### src/rtl/fu_branch_if.sv
// Issue/result bundle for the branch functional unit.
// Signal names match the unit's port list so each side reads naturally.
interface fu_branch_if #(
  parameter int XLEN  = 32,
  parameter int CNT_W = 16
);
  logic             enable;
  logic             ready;
  logic [2:0]       br_type;
  logic [XLEN-1:0]  rs1;
  logic [XLEN-1:0]  rs2;
  logic [XLEN-1:0]  pc;
  logic [XLEN-1:0]  imm;
  logic             pred_taken;
  logic [XLEN-1:0]  pred_target;
  logic             flush;
  logic             resolved;
  logic             taken;
  logic             mispredict;
  logic [XLEN-1:0]  target;
  logic [XLEN-1:0]  link_addr;
  logic [CNT_W-1:0] mispredict_count;

  modport master (
    output enable, br_type, rs1, rs2, pc, imm, pred_taken, pred_target, flush,
    input  ready, resolved, taken, mispredict, target, link_addr, mispredict_count
  );

  modport slave (
    input  enable, br_type, rs1, rs2, pc, imm, pred_taken, pred_target, flush,
    output ready, resolved, taken, mispredict, target, link_addr, mispredict_count
  );
endinterface

### src/rtl/fu_branch.sv
// Two-stage branch resolution unit: S1 compares and forms the target, S2 checks
// the fetch prediction, redirects on mispredict and keeps a saturating tally.
module fu_branch #(
  parameter int XLEN  = 32,
  parameter int CNT_W = 16
) (
  input  logic          clk,
  input  logic          nrst,
  fu_branch_if.slave    bus
);

  localparam logic [2:0] BR_BEQ  = 3'd0;
  localparam logic [2:0] BR_BNE  = 3'd1;
  localparam logic [2:0] BR_BLT  = 3'd2;
  localparam logic [2:0] BR_BGE  = 3'd3;
  localparam logic [2:0] BR_BLTU = 3'd4;
  localparam logic [2:0] BR_BGEU = 3'd5;
  localparam logic [2:0] BR_JALR = 3'd7;

  logic             cond;
  logic             is_jump;
  logic [XLEN-1:0]  pc_plus4;
  logic [XLEN-1:0]  jalr_sum;
  logic [XLEN-1:0]  taken_target;
  logic [XLEN-1:0]  s1_target_d;

  logic             accept;
  logic             kill_s1;
  logic             ready_int;
  logic             mis_d;

  logic             ready_en_q;
  logic             bubble_q;

  logic             s1_valid;
  logic             s1_taken;
  logic [XLEN-1:0]  s1_target;
  logic [XLEN-1:0]  s1_link;
  logic             s1_pred_taken;
  logic [XLEN-1:0]  s1_pred_target;

  logic             res_q;
  logic             taken_q;
  logic             mis_q;
  logic [XLEN-1:0]  target_q;
  logic [XLEN-1:0]  link_q;
  logic [CNT_W-1:0] cnt_q;

  always_comb begin
    cond = 1'b1;
    case (bus.br_type)
      BR_BEQ:  cond = (bus.rs1 == bus.rs2);
      BR_BNE:  cond = (bus.rs1 != bus.rs2);
      BR_BLT:  cond = ($signed(bus.rs1) < $signed(bus.rs2));
      BR_BGE:  cond = !($signed(bus.rs1) < $signed(bus.rs2));
      BR_BLTU: cond = (bus.rs1 < bus.rs2);
      BR_BGEU: cond = !(bus.rs1 < bus.rs2);
      default: cond = 1'b1;
    endcase
  end

  assign is_jump      = bus.br_type[2] & bus.br_type[1];
  assign pc_plus4     = bus.pc + XLEN'(4);
  assign jalr_sum     = bus.rs1 + bus.imm;
  assign taken_target = (bus.br_type == BR_JALR) ? {jalr_sum[XLEN-1:1], 1'b0}
                                                 : bus.pc + bus.imm;
  // Not-taken still reports the fall-through PC so target is always the next PC.
  assign s1_target_d  = cond ? taken_target : pc_plus4;

  // A resolving mispredict kills the younger op in S1 and opens a 2-cycle bubble.
  assign kill_s1   = res_q & mis_q;
  assign ready_int = ready_en_q & ~kill_s1 & ~bubble_q;
  assign accept    = bus.enable & ready_int & ~bus.flush;

  assign mis_d = (s1_taken != s1_pred_taken) ||
                 (s1_taken && (s1_pred_target != s1_target));

  always_ff @(posedge clk or negedge nrst) begin
    if (!nrst) begin
      ready_en_q     <= 1'b0;
      bubble_q       <= 1'b0;
      s1_valid       <= 1'b0;
      s1_taken       <= 1'b0;
      s1_target      <= '0;
      s1_link        <= '0;
      s1_pred_taken  <= 1'b0;
      s1_pred_target <= '0;
      res_q          <= 1'b0;
      taken_q        <= 1'b0;
      mis_q          <= 1'b0;
      target_q       <= '0;
      link_q         <= '0;
      cnt_q          <= '0;
    end else begin
      ready_en_q <= 1'b1;
      bubble_q   <= kill_s1;
      s1_valid   <= accept;
      if (accept) begin
        s1_taken       <= cond;
        s1_target      <= s1_target_d;
        s1_link        <= is_jump ? pc_plus4 : '0;
        s1_pred_taken  <= bus.pred_taken;
        s1_pred_target <= bus.pred_target;
      end
      if (s1_valid && !kill_s1 && !bus.flush) begin
        res_q    <= 1'b1;
        taken_q  <= s1_taken;
        mis_q    <= mis_d;
        target_q <= s1_target;
        link_q   <= s1_link;
        if (mis_d && (cnt_q != {CNT_W{1'b1}}))
          cnt_q <= cnt_q + {{(CNT_W-1){1'b0}}, 1'b1};
      end else begin
        res_q    <= 1'b0;
        taken_q  <= 1'b0;
        mis_q    <= 1'b0;
        target_q <= '0;
        link_q   <= '0;
      end
    end
  end

  assign bus.ready            = ready_int;
  assign bus.resolved         = res_q;
  assign bus.taken            = taken_q;
  assign bus.mispredict       = mis_q;
  assign bus.target           = target_q;
  assign bus.link_addr        = link_q;
  assign bus.mispredict_count = cnt_q;

endmodule

### src/flat_wrapper.sv
// flat-port wrapper written by rule: the top's interface ports become plain ports
module fu_branch_flat 
#(
  parameter int XLEN  = 32,
  parameter int CNT_W = 16
)
  (clk, nrst, bus_enable, bus_br_type, bus_rs1, bus_rs2, bus_pc, bus_imm, bus_pred_taken, bus_pred_target, bus_flush, bus_ready, bus_resolved, bus_taken, bus_mispredict, bus_target, bus_link_addr, bus_mispredict_count);
  fu_branch_if #(.XLEN(XLEN), .CNT_W(CNT_W)) bus_i ();
  input  logic clk;
  input  logic nrst;
  input wire logic [$bits(bus_i.enable)-1:0] bus_enable;
  input wire logic [$bits(bus_i.br_type)-1:0] bus_br_type;
  input wire logic [$bits(bus_i.rs1)-1:0] bus_rs1;
  input wire logic [$bits(bus_i.rs2)-1:0] bus_rs2;
  input wire logic [$bits(bus_i.pc)-1:0] bus_pc;
  input wire logic [$bits(bus_i.imm)-1:0] bus_imm;
  input wire logic [$bits(bus_i.pred_taken)-1:0] bus_pred_taken;
  input wire logic [$bits(bus_i.pred_target)-1:0] bus_pred_target;
  input wire logic [$bits(bus_i.flush)-1:0] bus_flush;
  output wire logic [$bits(bus_i.ready)-1:0] bus_ready;
  output wire logic [$bits(bus_i.resolved)-1:0] bus_resolved;
  output wire logic [$bits(bus_i.taken)-1:0] bus_taken;
  output wire logic [$bits(bus_i.mispredict)-1:0] bus_mispredict;
  output wire logic [$bits(bus_i.target)-1:0] bus_target;
  output wire logic [$bits(bus_i.link_addr)-1:0] bus_link_addr;
  output wire logic [$bits(bus_i.mispredict_count)-1:0] bus_mispredict_count;
  assign bus_i.enable = bus_enable;
  assign bus_i.br_type = bus_br_type;
  assign bus_i.rs1 = bus_rs1;
  assign bus_i.rs2 = bus_rs2;
  assign bus_i.pc = bus_pc;
  assign bus_i.imm = bus_imm;
  assign bus_i.pred_taken = bus_pred_taken;
  assign bus_i.pred_target = bus_pred_target;
  assign bus_i.flush = bus_flush;
  assign bus_ready = bus_i.ready;
  assign bus_resolved = bus_i.resolved;
  assign bus_taken = bus_i.taken;
  assign bus_mispredict = bus_i.mispredict;
  assign bus_target = bus_i.target;
  assign bus_link_addr = bus_i.link_addr;
  assign bus_mispredict_count = bus_i.mispredict_count;
  fu_branch #(.XLEN(XLEN), .CNT_W(CNT_W)) u_core (.clk(clk), .nrst(nrst), .bus(bus_i));
endmodule
### config.mk
export PLATFORM = sky130hd
export DESIGN_NAME = fu_branch_flat
export DESIGN_NICKNAME = d
export VERILOG_FILES = /design/src/rtl/fu_branch_if.sv /design/src/rtl/fu_branch.sv /design/src/flat_wrapper.sv
export SDC_FILE = /design/constraint.sdc
export NUM_CORES = 1
export LEC_CHECK = 0
export BUFFER_PORTS_ARGS = -buffer_cell sky130_fd_sc_hd__buf_2
export CELL_PAD_IN_SITES_DETAIL_PLACEMENT = 2
export CELL_PAD_IN_SITES_GLOBAL_PLACEMENT = 2
export CORE_MARGIN = 8
export CORE_UTILIZATION = 30
export DETAILED_ROUTE_END_ITERATION = 8
export GPL_TIMING_DRIVEN = 0
export PLACE_DENSITY = 0.76
export SLEW_MARGIN = 40
export SYNTH_ARGS = -nofsm -noshare
export SYNTH_HDL_FRONTEND = slang
export SYNTH_SLANG_ARGS = --single-unit
### constraint.sdc
create_clock -name clk -period 2.3 [get_ports clk]
set_input_delay 0.23 -clock clk [delete_from_list [all_inputs] [get_ports clk]]
set_output_delay 0.23 -clock clk [all_outputs]
set_load 0.02 [all_outputs]
==> After elaboration in Yosys (flattened, before gate mapping) <==
Index checks and enable logic that the tools add are counted.
{ "classes": {"addsub": 4, "magnitude_cmp": 2, "eq_ne": 11, "n_mux": 9, "bitwise": 9, "reduce_logical": 11} }
{ "op_table": {"columns": ["cell", "n"], "rows": [
  ["$mux 32", 5],
  ["$add 32x32->32", 2],
  ["$lt 32x32->1", 2],
  ["$ne 32x32->1", 2],
  ["$add 32x3->32 const B", 1],
  ["$eq 32x32->1", 1],
  ["$add 16x1->16 const B", 1],
  ["$ne 16x16->1 const B", 1],
  ["$eq 3x3->1 const B", 3],
  ["$and 1x1->1", 6],
  ["$eq 3x2->1 const B", 2],
  ["$pmux 1 s6", 1],
  ["$logic_and 1x1->1", 4],
  ["$logic_not 1->1", 4],
  ["$eq 3x1->1 const B", 1],
  ["$logic_not 3->1", 1],
  ["$mux 1", 3],
  ["$not 1->1", 3],
  ["$reduce_and 2->1", 1],
  ["$logic_or 1x1->1", 1],
  ["$ne 1x1->1", 1]
]} }
{ "totals": {"register_bits": 184, "inputBits": 168, "output_inout_bits": 84, "wordCells": 60} }

==> Longest topological paths before layout <==
{ "depth": {"depth_word": 6, "depth_mapped": 14, "depth_no_buf": 13} }

==> Worst setup path before layout <==
Ideal clock, no wire load.
{ "synth_path": {"path_kind": "flip-flop to flip-flop", "startpoint": "register u_core.res_q (netlist: u_core.bus.resolved)", "endpoint": "register u_core.s1_target[30]", "setup_time_ps": 142, "arrival_ps": 2502, "required_ps": 2158, "slack_ps": -343, "stages_incl_launch_ff": 10, "n_path_buf": 2, "period_less_slack_ps": 2643, "cell_sequence": "dfrtp_1 and2_1 nor3b_1 nand3b_1 inv_1 clkbuf_1 clkbuf_1 o21ai_0 o21ai_0 o211ai_1"} }
{ "synth_via": {"elab_chain_len": 6} }
{ "synth_rtl": {"columns": ["item", "line", "source"], "rows": [
  ["start: declaration", "fu_branch.sv:42", "logic res_q;"],
  ["start signal: assignment", "fu_branch.sv:88", "res_q <= 1'b0;"],
  ["start signal: assignment", "fu_branch.sv:106", "res_q <= 1'b1;"],
  ["start signal: assignment", "fu_branch.sv:114", "res_q <= 1'b0;"],
  ["$and 1x1->1", "fu_branch.sv:71", "assign kill_s1 = res_q & mis_q;"],
  ["via u_core.kill_s1", "fu_branch.sv:28", "logic kill_s1;"],
  ["$not 1->1", "fu_branch.sv:72", "assign ready_int = ready_en_q & ~kill_s1 & ~bubble_q;"],
  ["$and 1x1->1 (2 in a row)", "fu_branch.sv:72", null],
  ["via bus_ready", "flat_wrapper.sv:20", "output wire logic [$bits(bus_i.ready)-1:0] bus_ready;"],
  ["$and 1x1->1 (2 in a row)", "fu_branch.sv:73", "assign accept = bus.enable & ready_int & ~bus.flush;"],
  ["end signal: assignment", "fu_branch.sv:100", "s1_target <= s1_target_d;"],
  ["end: declaration", "fu_branch.sv:37", "logic [XLEN-1:0] s1_target;"]
]} }
The timed path passes the listed nets, and every way through them passes these cells.
A chain may end at the register's enable or synchronous reset.

==> Worst setup path in the final report <==
{ "layout_path": {"startpoint": "input port bus_rs1[25]", "endpoint": "register u_core.s1_target[0]"} }
{ "layout_via": {"elab_chain_len": 4, "word_cells_on_any_way": 8, "cone_classes": "2 x order compare; 2 x eq/ne; 2 x mux; 2 x reduce/logical"} }
{ "layout_rtl": {"columns": ["item", "line", "source"], "rows": [
  ["start: declaration", "flat_wrapper.sv:13", "input wire logic [$bits(bus_i.rs1)-1:0] bus_rs1;"],
  ["$lt 32x32->1, on equally long branches", null, null],
  ["$logic_not 1->1, on equally long branches", "fu_branch.sv:57, fu_branch.sv:55", null],
  ["$pmux 1 s6 (*)", "fu_branch.sv:51", "case (bus.br_type)"],
  ["$mux 32 (*)", "fu_branch.sv:68", "assign s1_target_d = cond ? taken_target : pc_plus4;"]
]} }
Every way passes the cells marked *; elsewhere a longest branch is shown, timed or not.

==> results.toml <==
[status]
status = "finished with violations"
violations = "setup timing"

[final_layout]
fillers = 4436
area_growth_pct = 32.75
drive_gt1_share_pct = 27.97
final_common_cell = "buf_2"
nNetsFinal = 1944
multi_input_area_um2 = 7729
stdcell_count = 2223
layout_common_cells = "240 x buf_2, 231 x nand2_1, 183 x dfrtp_1"
seqCellArea_um2 = 4606

[synth]
synth_top_flop_cell = "dfrtp_1"
avgSynthCellArea_um2 = 8.663
synth_fp_nets = 1639
ys_ff_latch = 184
yosys_warnings = 0
async_flop_share_pct = 100.0
ys_types = 67
synth-edff-count = 0
syn-cell-area_um2 = 11900
synthCells = 1374
ys_seq_area_share_pct = 38.68

[routing]
ant_nets = 0
dr.pass1.iters = 4
drc_errors = 0
vias = 11160
totalWireLength_um = 48850
first_iter_violations = 465
wire_per_inst_um = 21.98
vias_per_cell = 5.022

[pwr]
power_frac_clock_pct = 27.9
p_sw_mw = 3.510
pwr-share-seq_pct = 40.1
intPower_mw = 6.282
vdd_drop_max_v = 0.0005303
p_comb_share_pct = 32.0
total_power_mw = 9.793
p_per_area_nw_per_um2 = 619.8
p_leak_nw = 7.679
switching_share_pct = 35.85

[critical_path]
cp.arrival_ns = 2.91
critPathMaxFanout = 7
cpMaxStageDelayCell = "and4b_4"
cpPeakStageDelay_ns = 0.51
crit_type = "input port to flip-flop"
cp_cell_sequence = "buf_8 > ha_4 > a21o_1 > a221o_1 > a221oi_4 > o21ai_4 > nor2_4 > nor4b_2 > and4b_4 > buf_8 > buf_12 > nand3_2 > a31oi_1"
path_buf_inv = 3
critPathTopFamily = "compound AO/OA/AOI/OAI gates"
critPathCaptureType = "flip-flop"
worst_setup_path_start_kind = "input port"
crit_required_ns = 2.64
path_common_cell = "buf_8"

[place]
preCtsSetupSlack_ns = -1.138
place.gp.congestion = 0.8700
placed_cells = 2151
hpwlAfterDp_um = 38820
port_buffers = 250

[floorplan]
die_area_um2 = 46300
initial_core_util_pct = 30.17
fp.dieW_um = 215.2
fp.coreArea_um2 = 39460
io_pins = 252
rows = 73
die_h_um = 215.2

[grt]
track_usage_pct = 20.42
top_usage_layer = "met2"
grt_use_met2_pct = 36.33
grt_remaining_overflow = 0
grt_pass1_wl_um = 74820
grt_pass1_vias = 12820
antenna_found_initial = 6
met1_usage_pct = 25.74
grt_max_degree = 70
grt_util_met3_pct = 2.542

[clock_tree]
numCtsBuffers = 17
tritoncts = "yes"
htreeDepth = 4
cts-root-buf = "clkbuf_16"
clkLatencyLatePin_ns = 0.43
clkSlewWorstSetupHoldPaths_ns = 0.07
clock_path_buffers = 2
cts.sinks = 184

[sta]
setup_viol = 32
hold_ws_ns = 0.01478
fin_tns_setup_ns = -5.590
period_share_pct = 111.9
fin_skew_ns = 0.01400
layout_min_cycle_time_ns = 2.574
slew_viol_final = 0
tightestPinTransition_ns = 0.7415
max_slew_margin_pct = 50.57
grt_setup_unrepaired = "true"
setup_ws_ns = -0.2742
max_clock_freq_mhz = 388.5
final-hold-violation-count = 0

[flow_run]
maxCapViolCount = 0

[worst_hold_path]
hp-class = "input port to flip-flop"
-- sequential cells by signal, indices dropped and copies added, names as in the netlist --
| name | flops |
|---|---|
| u_core.bubble_q | 1 |
| u_core.bus.link_addr | 32 |
| u_core.bus.mispredict | 1 |
| u_core.bus.mispredict_count | 16 |
| u_core.bus.resolved | 1 |
| u_core.bus.taken | 1 |
| u_core.bus.target | 32 |
| u_core.ready_en_q | 1 |
| u_core.s1_link | 32 |
| u_core.s1_pred_taken | 1 |
| u_core.s1_pred_target | 32 |
| u_core.s1_taken | 1 |
| u_core.s1_target | 32 |
| u_core.s1_valid | 1 |
-- final timing paths --
| check | cells past startpoint | slack (ns) | endpoint | startpoint |
|---|---|---|---|---|
| max in group asynchronous | 3 | 1.27 | u_core.bus.target[28] | nrst |
| worst max register to register | 10 | -0.04 | u_core.s1_target[30] | u_core.bus.resolved |
| worst max-delay path | 13 | -0.27 | u_core.s1_target[0] | bus_rs1[25] |
| worst min-delay path | 3 | 0.01 | u_core.s1_pred_target[8] | bus_pred_target[8] |
| min in group asynchronous | 2 | 0.32 | u_core.bus.target[4] | nrst |
| worst min register to register | 2 | 0.48 | u_core.s1_link[31] | u_core.s1_link[31] |
-- cell usage after synthesis, types with 3 or more instances --
master,n,area (µm²)
mux2i_1,4,40.04
buf_6,3,33.78
o31ai_1,6,45.04
nor3_1,25,125.1
o21a_1,3,22.52
a211oi_1,11,82.58
ha_1,95,1189
nand2b_1,12,75.07
xnor2_1,55,481.7
o32ai_1,3,26.28
a31oi_1,12,75.07
or3_1,5,31.28
o211ai_1,11,82.58
nor4_1,8,50.05
o21ai_0,89,445.4
nand3_1,41,205.2
nor2_1,82,307.8
nand3b_1,3,22.52
dfrtp_1,184,4604
a21oi_1,94,470.5
nor2b_1,7,43.79
a21o_1,36,270.3
o21bai_1,4,30.03
nand4_1,22,137.6
xor2_1,75,656.9
o21ai_1,10,50.05
a21boi_0,3,22.52
and2_1,68,425.4
nand2_1,233,874.6
clkbuf_1,43,161.4
and3_1,14,87.58
inv_1,57,214.0
buf_2,3,15.01
and4_1,3,26.28
nor3b_1,3,22.52
-- tightest hold or removal path: cells and delay by family --
kind                   cells  cell delay (ns)
buffers and inverters      1             0.08
AND/OR/NAND/NOR            2             0.10
-- metal layers --
layer / up-vias / share of wire (%) / routed length, µm
met5: - / 0 / 0
met3: 43 / 2.8 / 1344
met1: 5574 / 44 / 21710
met4: 0 / 2.2 / 1079
met2: 190 / 51 / 24720
li1: 5356 / - / -
-- final cells by class --
| cell class | instances | share of cell area, % |
|---|---|---|
| Tap cell | 525 | 4.157 |
| Sequential cell | 184 | 29.15 |
| Timing Repair Buffer | 289 | 11.12 |
| Buffer | 49 | 1.703 |
| Clock buffer | 19 | 2.803 |
| Antenna cell | 7 | 0.1109 |
| Clock inverter | 12 | 0.5939 |
| Multi-Input combinational cell | 1081 | 48.91 |
| Inverter | 57 | 1.449 |
-- metrics by stage --
step / utilization [%] / instance area (µm²)
detailed placement: 35.75 / 14100
finish: 40.04 / 15800
floorplan: - / 12130
global route: 40.03 / 15800
CTS: 39.13 / 15440
global placement: 35.58 / 14040
-- cell families (layout without fill, tap and decap cells) --
logic type | Yosys count | in the layout | synth area share, %
other | 1 | 8 | 0.03151
AND/OR/NAND/NOR | 537 | 537 | 21.35
buffers and inverters | 109 | 426 | 3.690
multiplexers | 6 | 6 | 0.5256
AO/OA/AOI/OAI | 310 | 310 | 15.83
adder cells (fa/ha/maj) | 97 | 97 | 10.32
XOR/XNOR | 130 | 130 | 9.566
flip-flops | 184 | 184 | 38.68
-- power by group through the flow --
stage | Sequential, mW | Combinational, mW | Clock [mW]
after global placement | 3.95 | 2.55 | 0
after global routing | 3.97 | 3.44 | 2.91
final | 3.92 | 3.13 | 2.74
after CTS | 3.93 | 3.00 | 2.80
after floorplan | 3.89 | 1.61 | 0
after detailed placement | 3.98 | 2.67 | 0
-- timing repair --
| item | CTS | global route |
|---|---|---|
| pin swaps | 39 | 22 |
| hold endpoints to repair | 55 | 0 |
| cloned | 2 | 2 |
| buffers inserted | 23 | 5 |
| gates resized for setup | 120 | 63 |
| hold buffers | 6 | 0 |
| setup endpoints to repair | 128 | 93 |
No activity file was read; power rests on OpenSTA's default activity.
